==> src/rtl/code2421_up_counter.sv <==
// ---------------------------------------------------------------------------
// code2421_up_counter
//   Single-digit 2421 (Aiken) code up counter, Moore FSM with ten states
//   S0..S9. Counts 0 -> 9 and wraps. Supports a synchronous parallel load
//   that rejects illegal 2421 words, a binary view of the digit, and a
//   terminal count / carry pair for cascading digits.
//
// Ports
//   clk         in   rising-edge system clock
//   reset       in   asynchronous active-low reset (0 = reset asserted)
//   enable      in   count enable, one step per clock while high
//   load        in   synchronous parallel load request (wins over enable)
//   load_value  in   [3:0] 2421 code word to load
//   count       out  [3:0] current digit in 2421 code (registered)
//   bin         out  [3:0] current digit as binary 0..9 (registered)
//   tc          out  terminal count, high while digit = 9 (registered)
//   carry_out   out  tc & enable (combinational), feeds next digit's enable
//   load_err    out  one-cycle pulse: last load_value was an illegal word
// ---------------------------------------------------------------------------
module code2421_up_counter (
  input  logic       clk,
  input  logic       reset,
  input  logic       enable,
  input  logic       load,
  input  logic [3:0] load_value,
  output logic [3:0] count,
  output logic [3:0] bin,
  output logic       tc,
  output logic       carry_out,
  output logic       load_err
);

  // State encoding equals the binary digit, so bin is the state itself.
  typedef enum logic [3:0] {
    S0 = 4'd0, S1 = 4'd1, S2 = 4'd2, S3 = 4'd3, S4 = 4'd4,
    S5 = 4'd5, S6 = 4'd6, S7 = 4'd7, S8 = 4'd8, S9 = 4'd9
  } state_t;

  state_t     r_state;
  logic [3:0] r_count;
  logic [3:0] r_bin;
  logic       r_tc;
  logic       r_load_err;

  state_t     w_next_state;
  state_t     w_step_state;
  state_t     w_hold_state;
  state_t     w_load_state;
  logic       w_load_legal;

  // 2421 code word for a digit state.
  function automatic logic [3:0] code_of(input state_t s);
    case (s)
      S0:      code_of = 4'b0000;
      S1:      code_of = 4'b0001;
      S2:      code_of = 4'b0010;
      S3:      code_of = 4'b0011;
      S4:      code_of = 4'b0100;
      S5:      code_of = 4'b1011;
      S6:      code_of = 4'b1100;
      S7:      code_of = 4'b1101;
      S8:      code_of = 4'b1110;
      S9:      code_of = 4'b1111;
      default: code_of = 4'b0000;
    endcase
  endfunction

  // Load decoder: map a 2421 word to its digit state, flag illegal words.
  // NOTE: every signal written in always_comb gets a default first, so no
  // path through the block can leave it unassigned and infer a latch.
  always_comb begin
    w_load_legal = 1'b1;
    w_load_state = S0;
    case (load_value)
      4'b0000: w_load_state = S0;
      4'b0001: w_load_state = S1;
      4'b0010: w_load_state = S2;
      4'b0011: w_load_state = S3;
      4'b0100: w_load_state = S4;
      4'b1011: w_load_state = S5;
      4'b1100: w_load_state = S6;
      4'b1101: w_load_state = S7;
      4'b1110: w_load_state = S8;
      4'b1111: w_load_state = S9;
      default: w_load_legal = 1'b0;  // 0101, 0110, 0111, 1000, 1001, 1010
    endcase
  end

  // Next-state logic. w_hold_state is the "stay here" target; for the
  // unreachable encodings 10..15 it is S0, so every branch (hold, count
  // or rejected load) pulls a corrupted register back to S0 in one edge.
  always_comb begin
    w_step_state = S0;
    w_hold_state = S0;
    case (r_state)
      S0:      begin w_step_state = S1; w_hold_state = S0; end
      S1:      begin w_step_state = S2; w_hold_state = S1; end
      S2:      begin w_step_state = S3; w_hold_state = S2; end
      S3:      begin w_step_state = S4; w_hold_state = S3; end
      S4:      begin w_step_state = S5; w_hold_state = S4; end
      S5:      begin w_step_state = S6; w_hold_state = S5; end
      S6:      begin w_step_state = S7; w_hold_state = S6; end
      S7:      begin w_step_state = S8; w_hold_state = S7; end
      S8:      begin w_step_state = S9; w_hold_state = S8; end
      S9:      begin w_step_state = S0; w_hold_state = S9; end
      default: begin w_step_state = S0; w_hold_state = S0; end
    endcase

    // Load has priority over enable; a rejected load also suppresses the step.
    if (load) begin
      w_next_state = w_load_legal ? w_load_state : w_hold_state;
    end else if (enable) begin
      w_next_state = w_step_state;
    end else begin
      w_next_state = w_hold_state;
    end
  end

  // Outputs are registered from the next state, so they always match the
  // state register and carry no decode glitches.
  // NOTE: sequential state uses non-blocking assignments so every register
  // samples the pre-edge values, independent of statement order.
  always_ff @(posedge clk or negedge reset) begin
    if (!reset) begin
      r_state    <= S0;
      r_count    <= 4'b0000;
      r_bin      <= 4'd0;
      r_tc       <= 1'b0;
      r_load_err <= 1'b0;
    end else begin
      r_state    <= w_next_state;
      r_count    <= code_of(w_next_state);
      r_bin      <= w_next_state;
      r_tc       <= (w_next_state == S9);
      r_load_err <= load & ~w_load_legal;
    end
  end

  assign count     = r_count;
  assign bin       = r_bin;
  assign tc        = r_tc;
  assign load_err  = r_load_err;
  assign carry_out = r_tc & enable;

endmodule

==> config.mk <==
export PLATFORM = sky130hd
export DESIGN_NAME = code2421_up_counter
export DESIGN_NICKNAME = d
export VERILOG_FILES = /design/src/rtl/code2421_up_counter.sv
export SDC_FILE = /design/constraint.sdc
export NUM_CORES = 1
export LEC_CHECK = 0
export BUFFER_PORTS_ARGS = -buffer_cell sky130_fd_sc_hd__buf_2
export CAP_MARGIN = 20
export CORE_AREA = 8 8 45 47
export DETAILED_ROUTE_END_ITERATION = 16
export DIE_AREA = 0 0 53 55
export GPL_TIMING_DRIVEN = 1
export PLACE_DENSITY = 0.89
export SLEW_MARGIN = 30
export SYNTH_ARGS = -nofsm -noshare
export SYNTH_HDL_FRONTEND = slang
export SYNTH_SLANG_ARGS = --single-unit
==> constraint.sdc <==
create_clock -name clk -period 2.8 [get_ports clk]
set_clock_uncertainty 0.15 [all_clocks]
set_input_delay 0.56 -clock clk [delete_from_list [all_inputs] [get_ports clk]]
set_output_delay 0.56 -clock clk [all_outputs]
set_load 0.05 [all_outputs]
* Word-level counts from Yosys, hierarchy flattened
Memories as Yosys holds them, arrays and structs flattened. A register that Yosys moved wholly into a read port is not among the register bits. Index checks and enable logic that the tools add are counted.
Cells by class: eq/ne operators 10, multiplexer cells 5, bitwise gates (word level) 3, reduce and logical (&&, ||, !) cells 3
Operator list (count):
- $pmux W4 S9 | 1
- $eq A4 B4 Y1 const B | 6
- $mux W4 | 3
- $reduce_or A10 Y1 | 1
- $eq A4 B2 Y1 const B | 2
- $eq A4 B1 Y1 const B | 1
- $eq A4 B3 Y1 const B | 1
- $logic_not A4 Y1 | 1
- $and A1 B1 Y1 | 2
- $logic_not A1 Y1 | 1
- $mux W1 | 1
- $not A1 Y1 | 1
Storage, ports and cells: register bits 6, ROM bits 192, bits of input ports 8, output and inout port bits 11, logic and storage cells 26, memories 2
Memories:
- (name not given) | words 16, bits a word 8, rd ports 1, clocked after Yosys merged registers in 0, wr ports 0, line 95 | case (r_state)
- (name not given) | words 16, bits a word 4, rd ports 1, clocked after Yosys merged registers in 1, wr ports 0, line 53 | case (s)

* Depth between registers and ports, before layout
Gate-level depths: netlist of run 1.
depth after elaboration 6, mapped depth 9, depth with buffers taken out 9

* Worst setup path before layout of run 1
No wires, ideal clock.
kind flip-flop to flip-flop, from register, netlist name bin[1], to register r_count[1] (netlist: count[1]), setup time 0.082 ns, data arrival time 2.022 ns, required time 2.568 ns, setup slack 0.546 ns, stages on the path, launching flop included 10, path buffers 0, clock period less this slack 2.254 ns, path through dfrtp_1 inv_1 ha_1 nand2_1 o21ai_0 nand2_1 o311a_1 inv_2 or3_1 a22oi_2
RTL lines:
- end, declared | line 40 | logic [3:0] r_count;

==> flow_summary.toml, run 1 <==
[status]
status = "finished clean"

[yosys]
syn_nets = 88
yosysWarnings = 0
synth_top_area_share_pct = 37.0
ys_ff_latch = 10
synth_common_cells = "dfrtp_1, nand2_1, inv_1"
syn-instance-count = 76
ys_types = 33
synth_edf_count = 0
async_reset_ff_share_pct = 100
netlist_area_sq_um = 676
synth_top_cell_by_area = "dfrtp_1"
yosys-top-cells-area = "dfrtp_1, ha_1, nand2_1"
synth_area_per_cell_sq_um = 8.89
synth_seq_area_share_pct = 37.0
synthFlopType = "dfrtp_1"

[route]
vias = 626
drc = 0
vias_per_cell = 5.54
routed_wl_mm = 1.58
wl_per_cell_um = 14.0
ant_nets = 0
drt_iter0_markers = 3
dr.pass1.iters = 4

[clock_network]
path_clk_slew_ns = 0.06
cts.path.max_buffers = 2
cts_setup_buffers = 0
tritoncts = "yes"
clk_latency_ns = 0.26
ctsResizeCount = 0
cts.sinks = 10
hold_buffers = 1
numCtsBuffers = 3
htreeDepth = 1
clock-root-buffer = "clkbuf_4"

[final_layout]
syn2layout_area_growth_pct = 21.7
fin_nets = 110
drive_above_1_share_pct = 32.0
multi_input_area_sq_um = 385
seq_area_sq_um = 250
fillers = 129
instances_no_fill = 113
diodes = 0

[die]
die_h_um = 55
die-area_sq_um = 2920
core_area_sq_um = 1380
die_w_um = 53
rows = 14
ioPinCount = 19
initial_core_util_pct = 48.8

[sta]
finalCritPeriodShare_pct = 73.9
worst_slew_pin_slew_ns = 0.353
fmax_ghz = 0.483
holdWs_ns = 0.496
period_minus_slack_ns = 2.07
slew_headroom_pct = 76.4
slew_violations = 0
tns_ns = 0
hold_viol_final = 0
setup_slack_ns = 0.730
setup_viol = 0
rsz0062_at_grt = "no"

[worst_setup_path]
cpMostUsedCell = "nand2_1"
critPathMaxFanout = 5
critPathCaptureType = "flip-flop"
cp-start-kind = "flip-flop"
cp_data_arrival_time_ns = 2.10
cp_cell_sequence = "inv_1, ha_1, nand2_1, o21ai_0, nand2_1, o311a_1, inv_2, or3_1, a22oi_2"
crit_path_top_delay_cell = "dfrtp_1"
worstSetupPathType = "flip-flop to flip-flop"
r2r_slack_ns = 0.73
worst_path_largest_cell_delay_ns = 0.43
required_ns = 2.83

[power]
p_per_area_nw_per_um2 = 652
p_leak_nw = 0.431
ir_worst_vdd_mv = 0.320

[global_routing]
track_usage_pct = 11.4
grt_pass1_vias = 578
grt_max_degree = 12
grt_pass1_wl_mm = 2.42
grt_overflow = 0
antenna_found_initial = 0

[place]
hpwl_mm = 1.27
dp.cells = 108
portBuffers = 18
dp_slack_ns = 0.582
gp_congestion = 0.822

[min_path]
hold_path.class = "input port to flip-flop"

[flow_run]
maxCapViolCount = 0
[cells in the final DEF (no fill, tap or decap), types with 2 or more instances in the layout]
master	instances
a21oi_1	3
nand2_1	10
buf_2	18
o21ai_1	2
and3_1	3
and2_1	2
inv_1	7
nor2_1	6
dfrtp_1	10
clkbuf_4	3
nand3_1	2
o21ai_0	3
ha_1	4
o32ai_1	2
[layout make-up]
cell class              instances  share of cell area [%]
inverters                       8                    3.65
multi-input cells              56                    46.9
clock buffers                   4                    4.41
flip-flops and latches         10                    30.4
well taps                      16                    2.44
repair buffers                 19                    12.2
[path summary, 6_finish.rpt]
path	from	to	cells past startpoint
min in group asynchronous	reset	count[2]	2
setup reg to reg	bin[1]	count[1]	9
max in group asynchronous	reset	bin[3]	2
hold / removal	load	load_err	3
hold reg to reg	bin[2]	bin[3]	3
setup / recovery	bin[1]	count[1]	9
[metal layers]
| layer | vias to the layer above | routed length (um) | GRT usage (%) |
|---|---|---|---|
| met3 | 8 | 86 | 1.60 |
| li1 | 308 | - | - |
| met5 | - | 0 | 0 |
| met1 | 291 | 571 | 10.1 |
| met2 | 19 | 852 | 22.5 |
| met4 | 0 | 71 | 9.05 |
[power by group]
| part | internal (mW) | switching (mW) | leakage [nW] |
|---|---|---|---|
| registers | 0.167 | 0.0168 | 0.128 |
| logic | 0.0629 | 0.163 | 0.283 |
| clock network | 0.0789 | 0.0469 | 0.0210 |
| total | 0.309 | 0.227 | 0.431 |
[registers in the layout, indices dropped and copies added (netlist names)]
signal,flops
tc,1
load_err,1
bin,4
count,4
[metrics by stage]
| step | utilization [%] | power, mW | instance area, sq um |
|---|---|---|---|
| after floorplan | - | 0.355 | 676 |
| after global placement | 56.1 | 0.405 | 776 |
| after detailed placement | 56.1 | 0.413 | 776 |
| after CTS | 59.4 | 0.541 | 822 |
| after global routing | 59.4 | 0.567 | 822 |
| final | 59.4 | 0.536 | 822 |
[logic make-up (layout without fill, tap and decap cells)]
group | after synthesis | count (layout) | synth area share, %
and+or+nand+nor | 33 | 33 | 25.7
adders and majority gates | 4 | 4 | 7.41
AOI/OAI and AO/OA | 19 | 19 | 23.9
buffers and inverters | 10 | 31 | 5.93
DFF | 10 | 10 | 37.0
[worst max-delay path, delay by kind of cell (launching register included)]
family,cells,cell delay (ns)
buf+inv,2,0.22
compound gates,3,0.44
simple gates,3,0.51
fa+ha+maj,1,0.25
flops,1,0.43
(Power assumes the default switching activity.)
==> run 2, diff against run 1 <==
--- a/config.mk
+++ b/config.mk
@@ -7,11 +7,11 @@
 export LEC_CHECK = 0
 export BUFFER_PORTS_ARGS = -buffer_cell sky130_fd_sc_hd__buf_2
 export CAP_MARGIN = 20
-export CORE_AREA = 8 8 45 47
+export CORE_MARGIN = 8
+export CORE_UTILIZATION = 49
 export DETAILED_ROUTE_END_ITERATION = 16
-export DIE_AREA = 0 0 53 55
 export GPL_TIMING_DRIVEN = 1
-export PLACE_DENSITY = 0.89
+export PLACE_DENSITY = 0.87
 export SLEW_MARGIN = 30
 export SYNTH_ARGS = -nofsm -noshare
 export SYNTH_HDL_FRONTEND = slang
==> constraint.sdc (replaced) <==
create_clock -name clk -period 2.1 [get_ports clk]
set_clock_uncertainty 0.15 [all_clocks]
set_input_delay 0.42 -clock clk [delete_from_list [all_inputs] [get_ports clk]]
set_output_delay 0.42 -clock clk [all_outputs]
set_load 0.05 [all_outputs]
==> flow_summary.toml, run 2 (synthesis gave the netlist of run 1 again) <==
[final_layout]
drive_above_1_share_pct = 35.1
fin_nets = 110
final_common_cell = "buf_2"
most-common-layout-cells = "buf_2, nand2_1, dfrtp_1, inv_1, nor2_1"
syn2layout_area_growth_pct = 21.9
diodes = 0
postLayoutCellArea_sq_um = 823

[sta]
hold_viol_final = 0
period_minus_slack_ns = 1.99
rsz0062_at_grt = "no"
worst_slew_pin_slew_ns = 0.352
tns_ns = 0
fmax_ghz = 0.501
setup_viol = 0
slew_violations = 0
slew_headroom_pct = 76.5
finalCritPeriodShare_pct = 95.0

[worst_setup_path]
worstReg2RegEnd = "count[1]"
worstSetupPathType = "flip-flop to flip-flop"
reg2reg_depth = 9
critPathMaxFanout = 5
required_ns = 2.14
r2r_slack_ns = 0.11
cp_data_arrival_time_ns = 2.03
critPathCaptureType = "flip-flop"
r2r_start = "bin[1]"
cp-start-kind = "flip-flop"

[min_path]
hold_path.class = "input port to flip-flop"
hp-start = "load"
holdPathEnd = "load_err"
hold_depth = 3

[die]
die_h_um = 53.1
core_area_sq_um = 1300
ioPinCount = 19
rows = 13
initial_core_util_pct = 51.9
die-area_sq_um = 2820
die_w_um = 53.1

[power]
p_per_area_nw_per_um2 = 882
p_leak_nw = 0.428
ir_worst_vdd_mv = 0.686

[route]
drt_iter0_markers = 30
routed_wl_mm = 1.58
ant_nets = 0
dr.pass1.iters = 4
drc = 0
wl_per_cell_um = 14.1
vias_per_cell = 5.63
vias = 630

[clock_network]
numCtsBuffers = 3
path_clk_slew_ns = 0.07
tritoncts = "yes"
cts.path.max_buffers = 2
clock-root-buffer = "clkbuf_4"
cts.sinks = 10
clk_latency_ns = 0.27
htreeDepth = 1

[global_routing]
antenna_found_initial = 0
track_usage_pct = 11.7
grt_max_degree = 12
grt_pass1_vias = 559
grt_pass1_wl_mm = 2.46
grt_overflow = 0

[flow_run]
maxCapViolCount = 0

[place]
gp_congestion = 0.859
portBuffers = 18
place_area_sq_um = 777
hpwl_mm = 1.22

[status]
status = "finished clean"
[run 2: cell count changes in the layout (fill, tap and decap cells not counted)]
cell	before	now
inv_2	1	2
dfrtp_1	10	8
dfrtp_2	0	2
inv_1	7	6
[run 2: worst max-delay path by stage]
| stage | end | from | cells past startpoint | slack [ns] |
|---|---|---|---|---|
| detailed placement | count[1] | load_value[1] | 7 | 0.03 |
| floorplan | count[1] | bin[1] | 9 | 0.02 |
| CTS | count[1] | bin[1] | 9 | 0.05 |
| global route | count[1] | bin[0] | 9 | 0.03 |
| global placement | count[1] | load_value[0] | 7 | 0.09 |
| finish | count[1] | bin[1] | 9 | 0.11 |
[run 2: worst max-delay path, stage by stage (launching register included)]
cell and delay (ns):
dfrtp_2 0.44, inv_2 0.10, ha_1 0.23, nand2_1 0.05, o21ai_0 0.07, nand2_1 0.07
o311a_1 0.22, inv_2 0.07, or3_1 0.38, a22oi_2 0.13
[run 2: area by class of cell]
cell class              instances  area, sq um
fillers                       123          478
flip-flops and latches         10          253
inverters                       8         30.0
well taps                      15         18.8
repair buffers                 19          100
multi-input cells              56          385
clock buffers                   4         36.3
[run 2: timing repair]
item,4_1_cts,5_1_grt
gates resized for setup,0,1
endpoints found under the setup margin,0,1
endpoints found under the hold margin,10,0
buffers inserted,0,0
hold buffers,1,0
[run 2: where the power goes]
group / switching [mW] / leakage [nW] / internal [mW]
Combinational: 0.220 / 0.282 / 0.0847
Sequential: 0.0230 / 0.125 / 0.224
Clock: 0.0698 / 0.0210 / 0.105
[run 2: metrics by stage]
step | setup slack [ns] | power (mW) | cells | util, % | hold slack, ns
CTS | 0.0522 | 0.729 | 112 | 63.3 | 0.345
finish | 0.105 | 0.726 | 112 | 63.3 | 0.354
detailed placement | 0.0260 | 0.551 | 107 | 59.7 | 0.141
global placement | 0.0889 | 0.540 | 107 | 59.7 | 0.132
floorplan | 0.0245 | 0.474 | 76 | - | -0.0256
global route | 0.0295 | 0.762 | 112 | 63.3 | 0.370
[run 2: per-layer routing]
layer | global-route usage [%] | part of all wire, % | up-vias
met5 | 0 | 0 | -
li1 | - | - | 313
met4 | 7.56 | 2.0 | 0
met2 | 17.6 | 48 | 29
met1 | 14.8 | 41 | 284
met3 | 2.24 | 8.2 | 4
